`config.mk`:
```
export PLATFORM = sky130hd
export DESIGN_NAME = seg7_scan_ctrl
export DESIGN_NICKNAME = d
export VERILOG_FILES = /design/src/rtl/seg7_scan_ctrl.sv
export SDC_FILE = /design/constraint.sdc
export NUM_CORES = 1
export LEC_CHECK = 0
export ABC_AREA = 1
export CAP_MARGIN = 10
export CELL_PAD_IN_SITES_DETAIL_PLACEMENT = 0
export CELL_PAD_IN_SITES_GLOBAL_PLACEMENT = 2
export CORE_AREA = 2 2 114 83
export CTS_CLUSTER_DIAMETER = 150
export DETAILED_ROUTE_END_ITERATION = 8
export DIE_AREA = 0 0 116 85
export PLACE_DENSITY = 0.86
export SLEW_MARGIN = 25
export SYNTH_ARGS = -nofsm -noshare
export SYNTH_HDL_FRONTEND = slang
export SYNTH_SLANG_ARGS = --single-unit
export TNS_END_PERCENT = 30
```
`constraint.sdc`:
```
create_clock -name clk -period 1.6 [get_ports clk]
set_input_delay 0.32 -clock clk [delete_from_list [all_inputs] [get_ports clk]]
set_output_delay 0.32 -clock clk [all_outputs]
set_load 0.01 [all_outputs]
```
`src/rtl/seg7_scan_ctrl.sv`:
```
// ---------------------------------------------------------------------------
// seg7_scan_ctrl
//
// Time-multiplexing scan controller for a common-anode 7-segment display bank.
// Holds a multi-digit hex value, steps through the digits at a programmable
// refresh rate and presents one nibble at a time to the hex-to-7-segment
// decoder while enabling the matching (active-low) digit anode.
// New values are double-buffered: a load lands in a shadow register and is
// copied to the displayed register only at a frame boundary, so no digit ever
// shows a half-updated value.
//
// Parameters:
//   NUM_DIGITS  - number of digits scanned (2..8)
//   REFRESH_DIV - clock cycles per digit slot (>= 1)
//
// Ports:
//   clk        in   system clock, rising edge
//   rst_n      in   asynchronous active-low reset
//   enable     in   scan enable; low holds the counters and blanks all anodes
//   load       in   single-cycle strobe capturing value into the shadow reg
//   value      in   4*NUM_DIGITS bits, digit 0 = bits [3:0] (rightmost)
//   hex_out    out  nibble of the slot being shown (decoder dataIn)
//   anode      out  active-low one-hot digit enable (1 = digit off)
//   frame_done out  one-cycle pulse in the cycle after the last slot ends
//   pending    out  high while a loaded value waits for the frame boundary
//
// Optional feature (compile-time macro SEG7_LEADING_ZERO_BLANK_EN):
//   When defined, a digit keeps its anode off during its slot if its nibble
//   and every higher-index nibble are zero. Digit 0 is never blanked and
//   hex_out is still driven for blanked slots.
// ---------------------------------------------------------------------------
module seg7_scan_ctrl #(
  parameter int NUM_DIGITS  = 4,
  parameter int REFRESH_DIV = 50000
) (
  input  logic                      clk,
  input  logic                      rst_n,
  input  logic                      enable,
  input  logic                      load,
  input  logic [4*NUM_DIGITS-1:0]   value,
  output logic [3:0]                hex_out,
  output logic [NUM_DIGITS-1:0]     anode,
  output logic                      frame_done,
  output logic                      pending
);

  localparam int PS_W  = (REFRESH_DIV > 1) ? $clog2(REFRESH_DIV) : 1;
  localparam int IDX_W = $clog2(NUM_DIGITS);
  localparam logic [PS_W-1:0]  PS_LAST  = PS_W'(REFRESH_DIV - 1);
  localparam logic [IDX_W-1:0] IDX_LAST = IDX_W'(NUM_DIGITS - 1);

  typedef enum logic {S_IDLE, S_SCAN} state_t;

  state_t                    r_state;
  logic [PS_W-1:0]           r_prescale;
  logic [IDX_W-1:0]          r_digit_idx;
  logic [4*NUM_DIGITS-1:0]   r_shadow;
  logic [4*NUM_DIGITS-1:0]   r_disp;
  logic                      r_pend_flag;

  logic                      w_tick;
  logic                      w_boundary;
  logic [3:0]                w_nibble;
  logic                      w_dark;
  logic [NUM_DIGITS-1:0]     w_anode;

  // Slot and frame events only exist while scanning.
  assign w_tick     = (r_state == S_SCAN) && (r_prescale == PS_LAST);
  assign w_boundary = w_tick && (r_digit_idx == IDX_LAST);

  // Nibble of the currently selected digit.
  always_comb begin
    w_nibble = 4'h0;
    for (int i = 0; i < NUM_DIGITS; i++) begin
      if (r_digit_idx == IDX_W'(i)) w_nibble = r_disp[4*i +: 4];
    end
  end

`ifdef SEG7_LEADING_ZERO_BLANK_EN
  // w_zero_up[i]: nibble i and every nibble above it are zero.
  logic [NUM_DIGITS-1:0] w_zero_up;

  always_comb begin
    w_zero_up = '0;
    w_zero_up[NUM_DIGITS-1] = (r_disp[4*(NUM_DIGITS-1) +: 4] == 4'h0);
    for (int i = NUM_DIGITS-2; i >= 0; i--) begin
      w_zero_up[i] = w_zero_up[i+1] && (r_disp[4*i +: 4] == 4'h0);
    end
  end

  // Digit 0 is excluded so an all-zero value still shows a single "0".
  always_comb begin
    w_dark = 1'b0;
    for (int i = 1; i < NUM_DIGITS; i++) begin
      if (r_digit_idx == IDX_W'(i)) w_dark = w_zero_up[i];
    end
  end
`else
  assign w_dark = 1'b0;
`endif

  // Active-low one-hot enable for the current slot; a dark slot stays off.
  always_comb begin
    w_anode = '1;
    for (int i = 0; i < NUM_DIGITS; i++) begin
      if (r_digit_idx == IDX_W'(i)) w_anode[i] = w_dark;
    end
  end

  // Control FSM, counters, buffers and registered outputs.
  always_ff @(posedge clk or negedge rst_n) begin
    if (!rst_n) begin
      r_state     <= S_IDLE;
      r_prescale  <= '0;
      r_digit_idx <= '0;
      r_shadow    <= '0;
      r_disp      <= '0;
      r_pend_flag <= 1'b0;
      hex_out     <= 4'h0;
      anode       <= '1;
      frame_done  <= 1'b0;
    end else begin
      r_state <= enable ? S_SCAN : S_IDLE;

      case (r_state)
        S_IDLE: begin
          // Counters hold so scanning resumes in the same slot.
          anode <= '1;
        end
        S_SCAN: begin
          anode <= w_anode;
          if (w_tick) begin
            r_prescale  <= '0;
            r_digit_idx <= (r_digit_idx == IDX_LAST) ? '0 : r_digit_idx + 1'b1;
          end else begin
            r_prescale  <= r_prescale + 1'b1;
          end
        end
        default: anode <= '1;
      endcase

      hex_out    <= w_nibble;
      frame_done <= w_boundary;

      // A load coinciding with the boundary bypasses the shadow register.
      if (w_boundary) begin
        if (load)             r_disp <= value;
        else if (r_pend_flag) r_disp <= r_shadow;
      end

      if (load) r_shadow <= value;

      if (load)            r_pend_flag <= !w_boundary;
      else if (w_boundary) r_pend_flag <= 1'b0;
    end
  end

  assign pending = r_pend_flag;

endmodule

```
==> impl_metrics.toml, run 1 <==
[outcome]
status = "completed"

[finish]
final_cell_area_um2 = 3751
drive_above_1_share_pct = 12.59
final_util_pct = 42.72
area_growth_pct = 28.61
antenna-diode-count = 0
nets = 417

[synth]
yosysSeqAreaShare_pct = 52.51
synth_common_cells = "117 x nand2_1, 57 x dfrtp_1, 36 x nor2_1"
synth_seq_cells = 61
syn_area_um2 = 2917
synth_ff_type = "dfrtp_1"
synth_async_sr_flop_share_pct = 100.0
synth_warnings = 0
yosysMostFrequentCell = "nand2_1"
synth_cell_types = 24
post_synth.cell_area_avg_um2 = 8.405
synth_fp_nets = 372
synth_edf_count = 0
synthAdderAreaFrac_pct = 2.145
yosysTopAreaCellShare_pct = 48.91
yosys.area_share.simple_pct = 31.32
synth_cells = 347
synth_xor_area_share_pct = 1.502
ys_top_cells_by_area = "dfrtp_1 49%, nand2_1 15%, nor2_1 4.6%, inv_1 4.4%, nand4_1 4.3%"
synth_top_cell_by_area = "dfrtp_1"
synth_compound_area_share_pct = 3.775
synthMuxAreaShare_pct = 0
synth_top_family_by_area = "simple AND/OR/NAND/NOR gates"

[grt]
grt_pass1_wl_um = 11830
antenna_found_initial = 0
overflow = 0
grt_max_degree = 56
grtUsageTotal_pct = 15.91
grt_pass1_vias = 2277

[setup_path]
crit_chain = "clkdlybuf4s50_1"
arrival_ns = 1.22
start_kind = "flop"
required_ns = 1.28
critPathMaxFanout = 2
cpPeakStageDelay_ns = 0.54
slowest_stage = "clkdlybuf4s50_1"
path_delay_family = "buffers and inverters"
cp-end-kind = "output pin"
worst-path-buf-inv = 1
crit_type = "flop to output pin"

[place]
dpl.hpwl_um = 4809
dp_worst_setup_slack_ns = -0.2260
portBuffers = 29
gp_congestion = 0.8599
place_area_um2 = 3391

[drt]
drc_errors = 0
wl_per_cell_um = 12.92
viasPerCell = 4.393
drtIter0Drc = 169
ant_nets = 0
routed_wirelength_um = 6731
first_pass_iters = 4
num_vias = 2289

[die]
die_x_um = 116
core_area_um2 = 8781
die_area_um2 = 9860
die_h_um = 85
start_util_pct = 33.21
rows = 29
pin_count = 30

[timing]
rsz0062_at_grt = "false"
fin_crit_sh_pct = 96.24
setup_violations = 0
tns_ns = 0
post-route-min-period_ns = 1.540
finalClockSkew_ns = 0.006024
final_max_slew_viol_count = 0
whs_ns = 0.3640
clock.fmax_mhz = 649.4
maxSlewHeadroom_pct = 65.99
worst_slack_ns = 0.06009
tightest_slew_ns = 0.5096
hold_viol = 0

[power_and_ir_drop]
cellLeakagePower_nw = 1.870
ir_drop_mv = 0.4889
pwr_density_cell_nw_per_um2 = 1165

[clock_tree]
clock_path_buffers = 2
clock-sinks = 61
cts_root_buf = "clkbuf_16"
cts_tree = "built"
clkTransAtPathRegs_ns = 0.05
numCtsBuffers = 9
clk_latency_ns = 0.33
cts_max_level = 3

[hold_path]
hold_path.class = "input port to asynchronous set/reset pin"

[job]
cap_violations = 0
-- logic make-up (layout without fill, tap and decap cells) --
family | count (synthesis) | in the layout
flops | 61 | 61
simple gates | 208 | 208
xor+xnor | 5 | 5
compound gates | 20 | 20
fa+ha+maj | 5 | 5
buf+inv | 48 | 98
-- stage by stage --
stage / total power (W) / instances
after global routing: 0.004579 / 521
after detailed placement: 0.002256 / 503
after global placement: 0.002250 / 503
after floorplan: 0.002053 / 347
final: 0.004370 / 521
after CTS: 0.004411 / 520
-- area by class of cell --
type | instances | area (um^2)
Clock buffer | 13 | 260.3
Clock inverter | 3 | 67.56
Fill cell | 879 | 5030
Inverter | 35 | 131.4
Multi-Input combinational cell | 238 | 1137
Sequential cell | 61 | 1531
Tap cell | 124 | 155.1
Timing Repair Buffer | 47 | 467.9
-- cell usage in the layout, fill, tap and decap left out, drive strengths merged --
master,count
o21ai,5
xor2,5
clkdlybuf4s50,24
inv,35
clkinvlp,1
buf,18
nor3,5
clkbuf,13
ha,5
dfstp,4
nor2,39
bufinv,2
or2,1
nand3,20
a21o,4
dlygate4sd2,4
dfrtp,57
nand4,21
a21oi,11
dlygate4sd3,1
nand2,122
-- registers in the layout, summed over array words and instances (netlist names) --
name	flops
anode	4
frame_done	1
hex_out	4
pending	1
r_digit_idx	2
r_disp	16
r_prescale	16
r_shadow	16
r_state	1
-- path summary, 6_finish.rpt --
kind	from	to	slack (ns)	cells past startpoint
max	pending	pending	0.06	1
max in group asynchronous	rst_n	anode[3]	0.66	3
min in group clk	enable	r_state	0.44	1
max reg2reg	r_prescale[0]	r_disp[3]	0.11	7
min	rst_n	pending	0.36	2
min reg2reg	r_shadow[12]	r_shadow[12]	0.47	2
-- worst reg2reg max path: cells and delay by family, from the launching register on --
kind	cells	cell delay, ns
buffers and inverters	2	0.30
DFF	1	0.36
and+or+nand+nor	4	0.54
adders and majority gates	1	0.22
-- timing repair --
action / in CTS / in global routing
hold endpoints to repair: 6 / 0
endpoints found under the setup margin: 16 / 21
resized for setup: 4 / 3
pin swaps: 2 / 2
buffers inserted: 0 / 1
hold buffers: 1 / 0
-- routing by layer --
layer	track usage, %	part of all wire, %	vias up
li1	-	-	1186
met1	24.83	57	1044
met2	19.72	37	50
met3	5.000	4.9	9
met4	6.710	1.4	0
met5	0	0	-
-- power by group --
part | total (W) | switching, W | internal (W)
Combinational | 0.000471 | 0.000266 | 0.000205
Clock | 0.00213 | 0.000681 | 0.00145
Sequential | 0.00177 | 0.000110 | 0.00166
Power figures use the tool's default switching activity.
==> run 2, diff against run 1 <==
Settings changed: CAP_MARGIN 10 to 20, CELL_PAD_IN_SITES_DETAIL_PLACEMENT 0 to 1, CELL_PAD_IN_SITES_GLOBAL_PLACEMENT 2 to 1, CORE_AREA 2 2 114 83 to 2 2 113 82, DIE_AREA 0 0 116 85 to 0 0 115 84, PLACE_DENSITY 0.86 to 0.74, TNS_END_PERCENT 30 to 50.
==> run 2 against run 1 <==
Compared with the run above: die area is 2.0% lower; largest power group unchanged; cell count is 3.8% lower; highest routed layer unchanged; via count is 4.4% higher; first-iteration DRC count is 14% lower; sequential power hardly changed; utilization is 0.12 points lower; sequential share of layout area is 0.45 points higher; critical path depth is 6 higher; non-clock buffer count is 4 lower; combinational power hardly changed; clock-buffer cell count is 1 lower.
==> impl_metrics.toml, run 2 (synthesis results as in run 1) <==
[grt]
use_met3_pct = 5.519
grt_pass1_wl_um = 13040
grtUsageMet2_pct = 24.92
grt_pass1_vias = 2592
grtUsageTotal_pct = 17.66
grt_util_met1_pct = 25.91
grt_max_degree = 27
antenna_found_initial = 0
grt_busiest_layer = "met1"
overflow = 0

[power_and_ir_drop]
netSwitchingPower_w = 0.001075
p_clk_share_pct = 49.8
cellLeakagePower_nw = 1.862
comb_power_share_pct = 10.5
seq_power_share_pct = 39.6
internal_power_w = 0.003413
ir_drop_mv = 0.4262
p_sw_share_pct = 23.95
pwr_density_cell_nw_per_um2 = 1210

[finish]
nFillCells = 1014
nets = 413
area_growth_pct = 27.20
top_regs = "r_disp x16, r_prescale x16, r_shadow x16"
antenna-diode-count = 0
layout_commonest_cell = "nand2_1"
drive_above_1_share_pct = 11.70
mostFrequentLayoutCells = "117 x nand2_1, 57 x dfrtp_1, 35 x nor2_1, 34 x inv_1, 24 x clkdlybuf4s50_1"

[die]
pin_count = 30
die_area_um2 = 9660
core_area_um2 = 8708
rows = 29
start_util_pct = 33.49
die_x_um = 115
die_h_um = 84

[drt]
ant_nets = 0
routed_wirelength_um = 7607
num_vias = 2390
drtIter0Drc = 145
wl_per_cell_um = 15.18
first_pass_iters = 5
viasPerCell = 4.770
drc_errors = 0

[timing]
whs_ns = 0.4365
fin_crit_sh_pct = 96.34
worst_slack_ns = 0.05861
final_max_slew_viol_count = 0
setup_violations = 0
hold_viol = 0
finalClockSkew_ns = 0.005047
tns_ns = 0
rsz0062_at_grt = "true"
post-route-min-period_ns = 1.541
maxSlewHeadroom_pct = 63.31
tightest_slew_ns = 0.5498
clock.fmax_mhz = 648.8

[place]
gp_congestion = 0.8427
portBuffers = 29
dp_worst_setup_slack_ns = -0.09461
dpl.hpwl_um = 5485

[setup_path]
path_delay_family = "simple AND/OR/NAND/NOR gates"
required_ns = 1.82
cpMostUsedCell = "nand2_1"
start_kind = "flop"
arrival_ns = 1.76
cpPeakStageDelay_ns = 0.35
worst-path-buf-inv = 1
slowest_stage = "dfrtp_1"
critPathMaxFanout = 16
cp-end-kind = "flop"
crit_type = "flop to flop"
crit_chain = "ha_2 -> nand2_2 -> nor3_4 -> buf_4 -> nand4_4 -> nand2_1 -> nand2_1"

[clock_tree]
clkTransAtPathRegs_ns = 0.05
cts_root_buf = "clkbuf_16"
clock-sinks = 61
cts_max_level = 3
clock_path_buffers = 2
clk_latency_ns = 0.33
numCtsBuffers = 9
cts_tree = "built"
cts_setup_buffers = 0

[outcome]
status = "completed"

[hold_path]
hold_path.class = "input port to flop"

[job]
cap_violations = 0
run 2: cell count changes in the layout (fill, tap and decap cells not counted), sizes merged:
cell	change
clkinvlp	-1
clkinv	+1
buf	-4
clkbuf	-1
bufinv	+1
run 2: worst paths after layout:
check	start	endpoint	slack (ns)	cells past startpoint
worst max-delay path	r_prescale[0]	r_disp[2]	0.06	7
worst min-delay path	enable	r_state	0.44	1
worst max register to register	r_prescale[0]	r_disp[2]	0.06	7
worst min register to register	r_shadow[9]	r_shadow[9]	0.47	2
max in group asynchronous	rst_n	anode[2]	0.60	3
min in group asynchronous	rst_n	r_shadow[14]	0.45	2
run 2: metrics by stage:
step                total power [W]  std cells  area, um^2  utilization [%]
floorplan                  0.002053        347        2917                -
global route               0.004697        501        3710            42.60
finish                     0.004488        501        3710            42.60
CTS                        0.004517        501        3695            42.43
detailed placement         0.002253        484        3348            38.45
global placement           0.002224        484        3348            38.45
run 2: worst reg2reg max path, cell delays in order, from the launching register on:
cell and delay (ns):
dfrtp_1 0.35, ha_2 0.20, nand2_2 0.07, nor3_4 0.17, buf_4 0.16, nand4_4 0.25
nand2_1 0.16, nand2_1 0.07
run 2: per-layer routing:
metal | wire [um] | share of wire, %
met5 | 0 | 0
met4 | 95 | 1.2
met3 | 381 | 5.0
met2 | 3120 | 41
met1 | 4009 | 53
run 2: what timing repair did:
action	4_1_cts	5_1_grt
pin swaps	1	2
hold endpoints to repair	13	0
resized for setup	5	4
hold buffers	1	0
setup endpoints to repair	16	20
run 2: final cells by class:
cell class	instances	area, um^2	share of cell area [%]
Timing Repair Buffer	43	425.4	11.47
Clock inverter	4	95.09	2.563
Sequential cell	61	1531	41.28
Inverter	35	131.4	3.541
Tap cell	108	135.1	3.643
Clock buffer	12	246.5	6.644
Multi-Input combinational cell	238	1145	30.86
run 2: power groups by stage:
stage	combinational [W]	clock [W]	sequential (W)
floorplan	0.000299	0	0.00175
global route	0.000544	0.00236	0.00180
finish	0.000472	0.00224	0.00178
detailed placement	0.000456	0	0.00180
global placement	0.000431	0	0.00179
CTS	0.000463	0.00228	0.00177
